<file path="src/rtl/ram_ctrl_if.sv">
// Bus bundle between the core pipeline, ram_ctrl and the synchronous single-port RAM.
// The master side is the pipeline/RAM environment; the slave side is the controller.
interface ram_ctrl_if #(
    parameter int XLEN = 32
);
    logic            i_req;
    logic [XLEN-1:0] i_addr;
    logic            i_ack;
    logic [XLEN-1:0] i_rdata;

    logic            d_req;
    logic            d_we;
    logic [2:0]      d_size;
    logic [XLEN-1:0] d_addr;
    logic [XLEN-1:0] d_wdata;
    logic            d_ack;
    logic [XLEN-1:0] d_rdata;
    logic            d_err;

    logic            ramR;
    logic            ramW;
    logic [XLEN-1:0] ram_addr;
    logic [XLEN-1:0] ram_dataW;
    logic [XLEN-1:0] ram_dataR;

    modport master (
        output i_req, i_addr, d_req, d_we, d_size, d_addr, d_wdata, ram_dataR,
        input  i_ack, i_rdata, d_ack, d_rdata, d_err, ramR, ramW, ram_addr, ram_dataW
    );

    modport slave (
        input  i_req, i_addr, d_req, d_we, d_size, d_addr, d_wdata, ram_dataR,
        output i_ack, i_rdata, d_ack, d_rdata, d_err, ramR, ramW, ram_addr, ram_dataW
    );
endinterface

</file>
<file path="src/rtl/ram_ctrl.sv">
// ram_ctrl: single-owner sequencer for the shared instruction/data RAM, with sub-word
// load extraction and read-modify-write sub-word stores. Define RAM_CTRL_MISALIGN_EN to trap misaligned data accesses.
module ram_ctrl #(
    parameter int DEPTH_LOG2 = 5,
    parameter int XLEN       = 32
) (
    input logic       clock,
    input logic       nReset,
    ram_ctrl_if.slave bus
);
    typedef enum logic [1:0] {
        ST_IDLE    = 2'd0,
        ST_RD_RESP = 2'd1,
        ST_RMW_WR  = 2'd2,
        ST_WR_ACK  = 2'd3
    } state_e;

    typedef enum logic [2:0] {
        SZ_B  = 3'd0,
        SZ_H  = 3'd1,
        SZ_W  = 3'd2,
        SZ_BU = 3'd3,
        SZ_HU = 3'd4
    } size_e;

    function automatic size_e decode_size(input logic [2:0] f3);
        size_e sz;
        case (f3)
            3'b000:  sz = SZ_B;
            3'b001:  sz = SZ_H;
            3'b100:  sz = SZ_BU;
            3'b101:  sz = SZ_HU;
            default: sz = SZ_W;
        endcase
        return sz;
    endfunction

    function automatic logic [XLEN-1:0] extract_load(input size_e sz, input logic [1:0] lane,
                                                     input logic [XLEN-1:0] word);
        logic [7:0]      b;
        logic [15:0]     h;
        logic [XLEN-1:0] r;
        b = word[{lane, 3'b000} +: 8];
        h = lane[1] ? word[31:16] : word[15:0];
        case (sz)
            SZ_B:    r = {{(XLEN-8){b[7]}}, b};
            SZ_H:    r = {{(XLEN-16){h[15]}}, h};
            SZ_BU:   r = {{(XLEN-8){1'b0}}, b};
            SZ_HU:   r = {{(XLEN-16){1'b0}}, h};
            default: r = word;
        endcase
        return r;
    endfunction

    function automatic logic [XLEN-1:0] merge_store(input logic half, input logic [1:0] lane,
                                                    input logic [XLEN-1:0] old,
                                                    input logic [15:0] wd);
        logic [XLEN-1:0] r;
        r = old;
        if (half) begin
            if (lane[1]) begin
                r[31:16] = wd;
            end else begin
                r[15:0] = wd;
            end
        end else begin
            r[{lane, 3'b000} +: 8] = wd[7:0];
        end
        return r;
    endfunction

    state_e                state_q;
    logic                  owner_data_q;
    size_e                 size_q;
    logic [1:0]            lane_q;
    logic [DEPTH_LOG2-1:0] idx_q;
    logic [15:0]           wdata_q;
    logic                  i_ack_q;
    logic                  d_ack_q;
    logic                  d_err_q;
    logic [XLEN-1:0]       i_rdata_q;
    logic [XLEN-1:0]       d_rdata_q;

    size_e                 d_size_s;
    logic                  d_sub_s;
    logic                  d_misalign_s;
    logic [DEPTH_LOG2-1:0] d_idx_s;
    logic [DEPTH_LOG2-1:0] i_idx_s;
    logic [XLEN-1:0]       load_word_s;
    logic                  ramR_s;
    logic                  ramW_s;
    logic [DEPTH_LOG2-1:0] ram_idx_s;
    logic [XLEN-1:0]       ram_dataW_s;
    logic                  unused_s;

    assign d_size_s    = decode_size(bus.d_size);
    assign d_sub_s     = (d_size_s != SZ_W);
    assign d_idx_s     = bus.d_addr[DEPTH_LOG2+1:2];
    assign i_idx_s     = bus.i_addr[DEPTH_LOG2+1:2];
    assign load_word_s = extract_load(size_q, lane_q, bus.ram_dataR);

`ifdef RAM_CTRL_MISALIGN_EN
    assign d_misalign_s = ((d_size_s == SZ_H || d_size_s == SZ_HU) && bus.d_addr[0]) ||
                          ((d_size_s == SZ_W) && (bus.d_addr[1:0] != 2'b00));
`else
    assign d_misalign_s = 1'b0;
`endif

    // Address bits above the RAM depth alias; fetches are always word-aligned.
    assign unused_s = ^{bus.i_addr[XLEN-1:DEPTH_LOG2+2], bus.i_addr[1:0],
                        bus.d_addr[XLEN-1:DEPTH_LOG2+2]};

    // RAM strobes are decoded from the current state so a grant reaches the RAM in its own cycle.
    always_comb begin
        ramR_s      = 1'b0;
        ramW_s      = 1'b0;
        ram_idx_s   = idx_q;
        ram_dataW_s = {XLEN{1'b0}};
        if (!nReset) begin
            ramR_s = 1'b0;
            ramW_s = 1'b0;
        end else begin
            case (state_q)
                ST_IDLE: begin
                    if (bus.d_req) begin
                        ram_idx_s = d_idx_s;
                        if (d_misalign_s) begin
                            ramR_s = 1'b0;
                        end else if (!bus.d_we || d_sub_s) begin
                            ramR_s = 1'b1;
                        end else begin
                            ramW_s      = 1'b1;
                            ram_dataW_s = bus.d_wdata;
                        end
                    end else if (bus.i_req) begin
                        ram_idx_s = i_idx_s;
                        ramR_s    = 1'b1;
                    end else begin
                        ramR_s = 1'b0;
                    end
                end
                ST_RMW_WR: begin
                    ramW_s      = 1'b1;
                    ram_dataW_s = merge_store((size_q == SZ_H || size_q == SZ_HU), lane_q,
                                              bus.ram_dataR, wdata_q);
                end
                default: begin
                    ramR_s = 1'b0;
                    ramW_s = 1'b0;
                end
            endcase
        end
    end

    // Sequencer: grant in IDLE with data priority, then respond and return to IDLE.
    always_ff @(posedge clock) begin
        if (!nReset) begin
            state_q      <= ST_IDLE;
            owner_data_q <= 1'b0;
            size_q       <= SZ_W;
            lane_q       <= 2'b00;
            idx_q        <= {DEPTH_LOG2{1'b0}};
            wdata_q      <= 16'h0000;
            i_ack_q      <= 1'b0;
            d_ack_q      <= 1'b0;
            d_err_q      <= 1'b0;
            i_rdata_q    <= {XLEN{1'b0}};
            d_rdata_q    <= {XLEN{1'b0}};
        end else begin
            i_ack_q <= 1'b0;
            d_ack_q <= 1'b0;
            d_err_q <= 1'b0;
            case (state_q)
                ST_IDLE: begin
                    if (bus.d_req) begin
                        owner_data_q <= 1'b1;
                        size_q       <= d_size_s;
                        lane_q       <= bus.d_addr[1:0];
                        idx_q        <= d_idx_s;
                        wdata_q      <= bus.d_wdata[15:0];
                        if (d_misalign_s) begin
                            state_q   <= ST_WR_ACK;
                            d_ack_q   <= 1'b1;
                            d_err_q   <= 1'b1;
                            d_rdata_q <= {XLEN{1'b0}};
                        end else if (!bus.d_we) begin
                            state_q <= ST_RD_RESP;
                            d_ack_q <= 1'b1;
                        end else if (d_sub_s) begin
                            state_q <= ST_RMW_WR;
                        end else begin
                            state_q <= ST_WR_ACK;
                            d_ack_q <= 1'b1;
                        end
                    end else if (bus.i_req) begin
                        owner_data_q <= 1'b0;
                        idx_q        <= i_idx_s;
                        state_q      <= ST_RD_RESP;
                        i_ack_q      <= 1'b1;
                    end else begin
                        state_q <= ST_IDLE;
                    end
                end
                ST_RD_RESP: begin
                    state_q <= ST_IDLE;
                    if (owner_data_q) begin
                        d_rdata_q <= load_word_s;
                    end else begin
                        i_rdata_q <= bus.ram_dataR;
                    end
                end
                ST_RMW_WR: begin
                    state_q <= ST_WR_ACK;
                    d_ack_q <= 1'b1;
                end
                ST_WR_ACK: begin
                    state_q <= ST_IDLE;
                end
                default: begin
                    state_q <= ST_IDLE;
                end
            endcase
        end
    end

    // Read data arrives from the RAM during the ack cycle, so it bypasses the holding register then.
    assign bus.i_ack     = i_ack_q;
    assign bus.d_ack     = d_ack_q;
    assign bus.d_err     = d_err_q;
    assign bus.i_rdata   = (state_q == ST_RD_RESP && !owner_data_q) ? bus.ram_dataR : i_rdata_q;
    assign bus.d_rdata   = (state_q == ST_RD_RESP && owner_data_q) ? load_word_s : d_rdata_q;
    assign bus.ramR      = ramR_s;
    assign bus.ramW      = ramW_s;
    assign bus.ram_addr  = {{(XLEN-DEPTH_LOG2){1'b0}}, ram_idx_s};
    assign bus.ram_dataW = ram_dataW_s;
endmodule

</file>
<file path="src/flat_wrapper.sv">
// flat-port wrapper written by rule: the top's interface ports become plain ports
module ram_ctrl_flat 
#(
    parameter int DEPTH_LOG2 = 5,
    parameter int XLEN       = 32
)
  (clock, nReset, bus_i_req, bus_i_addr, bus_d_req, bus_d_we, bus_d_size, bus_d_addr, bus_d_wdata, bus_ram_dataR, bus_i_ack, bus_i_rdata, bus_d_ack, bus_d_rdata, bus_d_err, bus_ramR, bus_ramW, bus_ram_addr, bus_ram_dataW);
  ram_ctrl_if #(.XLEN(XLEN)) bus_i ();
  input logic clock;
  input logic nReset;
  input wire logic [$bits(bus_i.i_req)-1:0] bus_i_req;
  input wire logic [$bits(bus_i.i_addr)-1:0] bus_i_addr;
  input wire logic [$bits(bus_i.d_req)-1:0] bus_d_req;
  input wire logic [$bits(bus_i.d_we)-1:0] bus_d_we;
  input wire logic [$bits(bus_i.d_size)-1:0] bus_d_size;
  input wire logic [$bits(bus_i.d_addr)-1:0] bus_d_addr;
  input wire logic [$bits(bus_i.d_wdata)-1:0] bus_d_wdata;
  input wire logic [$bits(bus_i.ram_dataR)-1:0] bus_ram_dataR;
  output wire logic [$bits(bus_i.i_ack)-1:0] bus_i_ack;
  output wire logic [$bits(bus_i.i_rdata)-1:0] bus_i_rdata;
  output wire logic [$bits(bus_i.d_ack)-1:0] bus_d_ack;
  output wire logic [$bits(bus_i.d_rdata)-1:0] bus_d_rdata;
  output wire logic [$bits(bus_i.d_err)-1:0] bus_d_err;
  output wire logic [$bits(bus_i.ramR)-1:0] bus_ramR;
  output wire logic [$bits(bus_i.ramW)-1:0] bus_ramW;
  output wire logic [$bits(bus_i.ram_addr)-1:0] bus_ram_addr;
  output wire logic [$bits(bus_i.ram_dataW)-1:0] bus_ram_dataW;
  assign bus_i.i_req = bus_i_req;
  assign bus_i.i_addr = bus_i_addr;
  assign bus_i.d_req = bus_d_req;
  assign bus_i.d_we = bus_d_we;
  assign bus_i.d_size = bus_d_size;
  assign bus_i.d_addr = bus_d_addr;
  assign bus_i.d_wdata = bus_d_wdata;
  assign bus_i.ram_dataR = bus_ram_dataR;
  assign bus_i_ack = bus_i.i_ack;
  assign bus_i_rdata = bus_i.i_rdata;
  assign bus_d_ack = bus_i.d_ack;
  assign bus_d_rdata = bus_i.d_rdata;
  assign bus_d_err = bus_i.d_err;
  assign bus_ramR = bus_i.ramR;
  assign bus_ramW = bus_i.ramW;
  assign bus_ram_addr = bus_i.ram_addr;
  assign bus_ram_dataW = bus_i.ram_dataW;
  ram_ctrl #(.DEPTH_LOG2(DEPTH_LOG2), .XLEN(XLEN)) u_core (.clock(clock), .nReset(nReset), .bus(bus_i));
endmodule
</file>
<file path="config.mk">
export PLATFORM = sky130hd
export DESIGN_NAME = ram_ctrl_flat
export DESIGN_NICKNAME = d
export VERILOG_FILES = /design/src/rtl/ram_ctrl_if.sv /design/src/rtl/ram_ctrl.sv /design/src/flat_wrapper.sv
export SDC_FILE = /design/constraint.sdc
export NUM_CORES = 1
export LEC_CHECK = 0
export ABC_AREA = 1
export BUFFER_PORTS_ARGS = -buffer_cell sky130_fd_sc_hd__buf_2
export CORE_MARGIN = 3
export CORE_UTILIZATION = 35
export CTS_CLUSTER_DIAMETER = 200
export CTS_CLUSTER_SIZE = 25
export DETAILED_ROUTE_END_ITERATION = 12
export PLACE_DENSITY_LB_ADDON = 0.1
export SLEW_MARGIN = 30
export SYNTH_ARGS = -nofsm -noshare
export SYNTH_HDL_FRONTEND = slang
export SYNTH_SLANG_ARGS = --single-unit
</file>
<file path="constraint.sdc">
create_clock -name clock -period 3.7 [get_ports clock]
set_input_delay 0.74 -clock clock [delete_from_list [all_inputs] [get_ports clock]]
set_output_delay 0.74 -clock clock [all_outputs]
set_load 0.01 [all_outputs]
</file>
Word level (Yosys, flattened, before mapping)
Index checks and enable logic that the tools add are counted.
{"block": "totals", "ff_bits": 95, "latchBits": 0, "ramBits": 0, "mem_bits_ro": 0, "in_bits": 136, "out_inout_bits": 133, "elab_cells": 80, "memories": 0}
{"block": "classes", "add_sub_neg": 1, "n_mul": 0, "div": 0, "magnitude_cmp": 0, "eq_ne": 10, "n_shift": 3, "muxes": 37, "bitwise_logic": 3, "n_reduce_logical": 16}
{"op": "2-to-1 mux 32 bit", "count": 6}
{"op": "case mux 32 bit (4 select lines)", "count": 1}
{"op": "case mux 32 bit (2 select lines)", "count": 1}
{"op": "2-to-1 mux 16 bit", "count": 3}
{"op": "bitwise mux 32 bit", "count": 1}
{"op": "variable shift 8 x 7 -> 32 bit (first input constant)", "count": 1}
{"op": "indexed part select 32 x 6 -> 8 bit", "count": 1}
{"op": "indexed part select 8 x 7 -> 32 bit", "count": 1}
{"op": "2-to-1 mux 5 bit", "count": 4}
{"op": "2-to-1 mux 1 bit", "count": 15}
{"op": "case mux 3 bit (4 select lines)", "count": 1}
{"op": "equality test 3 bit (second input constant)", "count": 3}
{"op": "AND reduction 2 bit", "count": 4}
{"op": "negator 5 -> 7 bit", "count": 1}
{"op": "equality test 3 x 1 -> 1 bit (second input constant)", "count": 2}
{"op": "zero test 3 bit", "count": 2}
{"op": "case mux 2 bit (3 select lines)", "count": 1}
{"op": "equality test 2 bit (second input constant)", "count": 2}
{"op": "2-to-1 mux 2 bit", "count": 2}
{"op": "case mux 1 bit (2 select lines)", "count": 2}
{"op": "equality test 3 x 2 -> 1 bit (second input constant)", "count": 1}
{"op": "!= test 3 x 2 -> 1 bit (second input constant)", "count": 1}
{"op": "NOT 1 bit", "count": 3}
{"op": "OR reduction 3 bit", "count": 1}
{"op": "7 further kinds", "count": 10}

Logic depth before layout (Yosys ltp)
{"block": "depth", "word_depth": 8, "depth_mapped": 12}

Least setup slack after synthesis
OpenSTA, ideal clock, no wires.
{"block": "synth_timing", "path_kind": "flip-flop to output port", "start": "register u_core.lane_q[1]", "end": "output bus_ram_dataW[19]", "t_arrival_ps": 1959, "required_time_ps": 2960, "path_slack_ps": 1001, "path_stages_with_launch": 11, "path_cell_list": "dfxtp_1 > inv_2 > buf_2 > buf_2 > ha_1 > inv_1 > nor3_2 > a21oi_1 > o21ai_1 > nand3_1 > a21oi_1"}
{"block": "synth_between", "elab_chain_len": 6, "word_cells_on_any_way": 8, "classes_between": "add/sub (1); shift (2); mux (5)"}
{"item": "from (decl)", "line_no": "ram_ctrl.sv:75", "rtl": "logic [1:0] lane_q;"}
{"item": "from (signal assigned)", "line_no": "ram_ctrl.sv:178", "rtl": "lane_q <= bus.d_addr[1:0];"}
{"item": "negator 5 -> 7 bit", "line_no": "ram_ctrl.sv:67", "rtl": "r[{lane, 3'b000} +: 8] = wd[7:0];"}
{"item": "indexed part select 8 x 7 -> 32 bit / variable shift 8 x 7 -> 32 bit (equally long branches)", "line_no": "ram_ctrl.sv:67"}
{"item": "bitwise mux 32 bit", "line_no": "ram_ctrl.sv:67"}
{"item": "2-to-1 mux 32 bit *", "line_no": "ram_ctrl.sv:60", "rtl": "if (half) begin"}
{"item": "case mux 32 bit (2 select lines) *", "line_no": "ram_ctrl.sv:123", "rtl": "case (state_q)"}
{"item": "2-to-1 mux 32 bit *", "line_no": "ram_ctrl.sv:119", "rtl": "if (!nReset) begin"}
{"item": "to (decl)", "line_no": "flat_wrapper.sv:27", "rtl": "output wire logic [$bits(bus_i.ram_dataW)-1:0] bus_ram_dataW;"}
Every way passes the cells marked *; elsewhere a longest branch is shown, timed or not.

Final worst setup path
{"block": "layout_timing", "start": "register u_core.lane_q[1]", "end": "output bus_ram_dataW[27]"}
The elaborated chain is that of the path after synthesis.

==> flow_summary.ini <==
[synthesis]
synth_warnings = 0
synth_enable_flop_cells = 0
syn_avg_cell_area_sq_um = 6.166
synth_area_sq_um = 6573
post-synth-top-area-cell = dfxtp_1
ys_top_cells_by_area = dfxtp_1, nand2_1, a21oi_1
yosysSeqAreaShare_pct = 28.94
synth.ff_latch_count = 95
synth_top_area_share_pct = 28.94
synthArstFlopShare_pct = 0
ys_dominant_reg_cell = dfxtp_1
synthTopCellsByCount = nand2_1, a21oi_1, inv_1
netlist_instances = 1066
post-synth-top-count-cell = nand2_1
synth_cell_types = 31

[finish]
finish.utilization_pct = 43.02
final_cells = 1441
fillers = 2031
antenna_cells = 0
final_area_sq_um = 7833
syn2layout_area_growth_pct = 19.17
post_route_cells_drive_above_1_share_pct = 21.95
nets = 1348

[sta]
fin_setup_tns_ps = 0
slew_headroom_pct = 46.55
clock.fmax_mhz = 285.5
maxSlewViolCount = 0
rsz0062_at_grt = no
worst_slack_ps = 197.3
worstMarginPinSlew_ps = 800.9
setup_viol = 0
post-route-period-util_pct = 94.67
hold_viol = 0
fin_worst_skew_ps = 8.825
period_needed_ps = 3503
holdWs_ps = 472.2

[pwr]
p_int_mw = 2.074
ir_drop_uv = 222.3
combPwrFrac_pct = 27.8
swShare_pct = 34.19
clockPowerShare_pct = 35.9
seqPwrFrac_pct = 36.3
leakage_nw = 3.963
p_sw_mw = 1.078
p_total_mw = 3.152
p_per_area_nw_per_um2 = 402.4

[placement]
dp_hpwl_um = 17100
place_area_sq_um = 7480
gp_congestion = 0.8643
post-place-ws_ps = 612.8
dp.cells = 1425
port_buffers = 188

[route]
firstDrtPassIters = 7
vias_per_cell = 4.929
routed_wl_um = 23380
wire_per_inst_um = 16.22
drt_iter0_markers = 647
ant_nets = 0
vias = 7103
drc = 0

[setup_path]
worst_setup_path_end_kind = output pin
cp_top_family = simple AND/OR/NAND/NOR gates
path_common_cell = nand3_1
crit_slowest_cell = dfxtp_2
arrival_ps = 2760
rrSetupSlack_ps = 1410
crit_fanout = 17
cp.required_ps = 2960
critPathMaxStageDelay_ps = 600
path_cells = inv_2 > ha_1 > nor2_1 > nand3_1 > o211ai_1 > nand3_1 > a21oi_1 > buf_2
critPathKind = reg -> out
worst-path-buf-inv = 2
reg2reg_to = u_core.d_rdata_q[7]
timing.rr.start = u_core.lane_q[1]
r2r_cells = 9
startpoint_type = register

[clocking]
clock_latency_ps = 360
cts_resized = 0
htree_levels = 3
cts_tree = built
post_cts_buffers = 0
cts.clk_slew.worst_paths_ps = 70
numClockSinks = 95
ctsHoldBuffers = 0
clock_path_buffers = 2
cts-root-buf = clkbuf_16
cts-buffers-inserted = 9

[die]
rows = 49
coreArea_sq_um = 18210
initial_core_util_pct = 36.10
die_area_sq_um = 20460
die_h_um = 143.0
pin_count = 269
die_x_um = 143.0

[global_route]
grt_pass1_wl_um = 35900
grt_pass1_vias = 6501
gr-total-overflow = 0
antenna_found_initial = 1
grt_start_max_net_pins = 118
track_usage_pct = 22.56

[hold_path]
worst_hold_startpoint = u_core.d_rdata_q[9]
hold_path_class = reg -> reg
min_path_cells = 2
min_to = u_core.d_rdata_q[9]

[run_status]
status = complete, no violations

[flow_run]
max_cap_violations = 0
-- power by group through the flow --
stage	clock [mW]	sequential, mW	combinational (mW)
floorplan	0	1.15	0.604
global placement	0	1.17	0.871
detailed placement	0	1.17	0.876
CTS	1.15	1.14	0.879
global route	1.19	1.15	0.989
finish	1.13	1.14	0.877
-- sequential cells by signal, indices dropped and copies added (netlist names), 2 cells and up --
register and flops:
u_core.d_rdata_q 32, u_core.i_rdata_q 32, u_core.wdata_q 16, u_core.idx_q 5, u_core.size_q 3, u_core.lane_q 2
u_core.state_q 2
-- cell type report --
class / count / area (sq um) / share of cell area [%]
clock buffer: 9 / 225.2 / 2.875
clock inverter: 7 / 127.6 / 1.629
inverter: 141 / 530.5 / 6.773
multi-input combinational: 761 / 3699 / 47.22
sequential: 95 / 1903 / 24.30
tap: 229 / 286.5 / 3.658
timing repair buffer: 199 / 1061 / 13.55
-- routing by layer --
metal / vias to the layer above / GRT usage (%) / part of all wire (%)
li1: 3702 / - / -
met1: 3125 / 31.61 / 47
met2: 252 / 35.76 / 44
met3: 22 / 4.052 / 7.1
met4: 2 / 6.103 / 1.6
met5: - / 0 / 0.030
-- tightest hold or removal path, stage by stage (launching register included) --
cell and delay [ps]:
dfxtp_1 300, nand2_1 70, a21oi_1 60
-- layout by cell type (no fill, tap or decap), types with 2 or more instances in the layout --
| master | synthesis | routed |
|---|---|---|
| nand2_1 | 272 | 272 |
| o211ai_1 | 35 | 35 |
| nor2_2 | 2 | 3 |
| o221ai_1 | 4 | 4 |
| buf_2 | 40 | 188 |
| o21ai_0 | 39 | 39 |
| or2_2 | 32 | 32 |
| nor2_1 | 48 | 47 |
| a21oi_1 | 158 | 158 |
| conb_1 | 1 | 28 |
| a211oi_1 | 41 | 41 |
| inv_6 | 0 | 2 |
| inv_1 | 132 | 132 |
| ha_1 | 5 | 5 |
| clkbuf_16 | 0 | 9 |
| nand3_1 | 62 | 62 |
| buf_12 | 0 | 3 |
| o21ai_1 | 23 | 23 |
| dfxtp_1 | 95 | 94 |
| nand2_2 | 2 | 2 |
| inv_2 | 9 | 8 |
| buf_4 | 33 | 8 |
| bufinv_16 | 0 | 3 |
| nor3_1 | 2 | 2 |
-- worst max path at each step --
stage / startpoint / slack (ps) / depth (start not counted) / endpoint
3_3_place_gp: u_core.lane_q[1] / 630 / 8 / bus_ram_dataW[27]
4_1_cts: u_core.lane_q[1] / 210 / 9 / bus_ram_dataW[21]
6_report: u_core.lane_q[1] / 200 / 8 / bus_ram_dataW[27]
2_1_floorplan: u_core.lane_q[1] / 1000 / 10 / bus_ram_dataW[19]
5_1_grt: u_core.lane_q[1] / 8 / 9 / bus_ram_dataW[21]
3_5_place_dp: u_core.lane_q[1] / 610 / 9 / bus_ram_dataW[21]
-- cells by family after synthesis --
| kind of cell | Yosys count | share of synthesized area (%) |
|---|---|---|
| simple gates | 426 | 27.37 |
| compound gates | 302 | 26.21 |
| buf+inv | 237 | 16.47 |
| flops | 95 | 28.94 |
| fa+ha+maj | 5 | 0.9518 |
| other cells | 1 | 0.05706 |
Power figures use the tool's default switching activity.
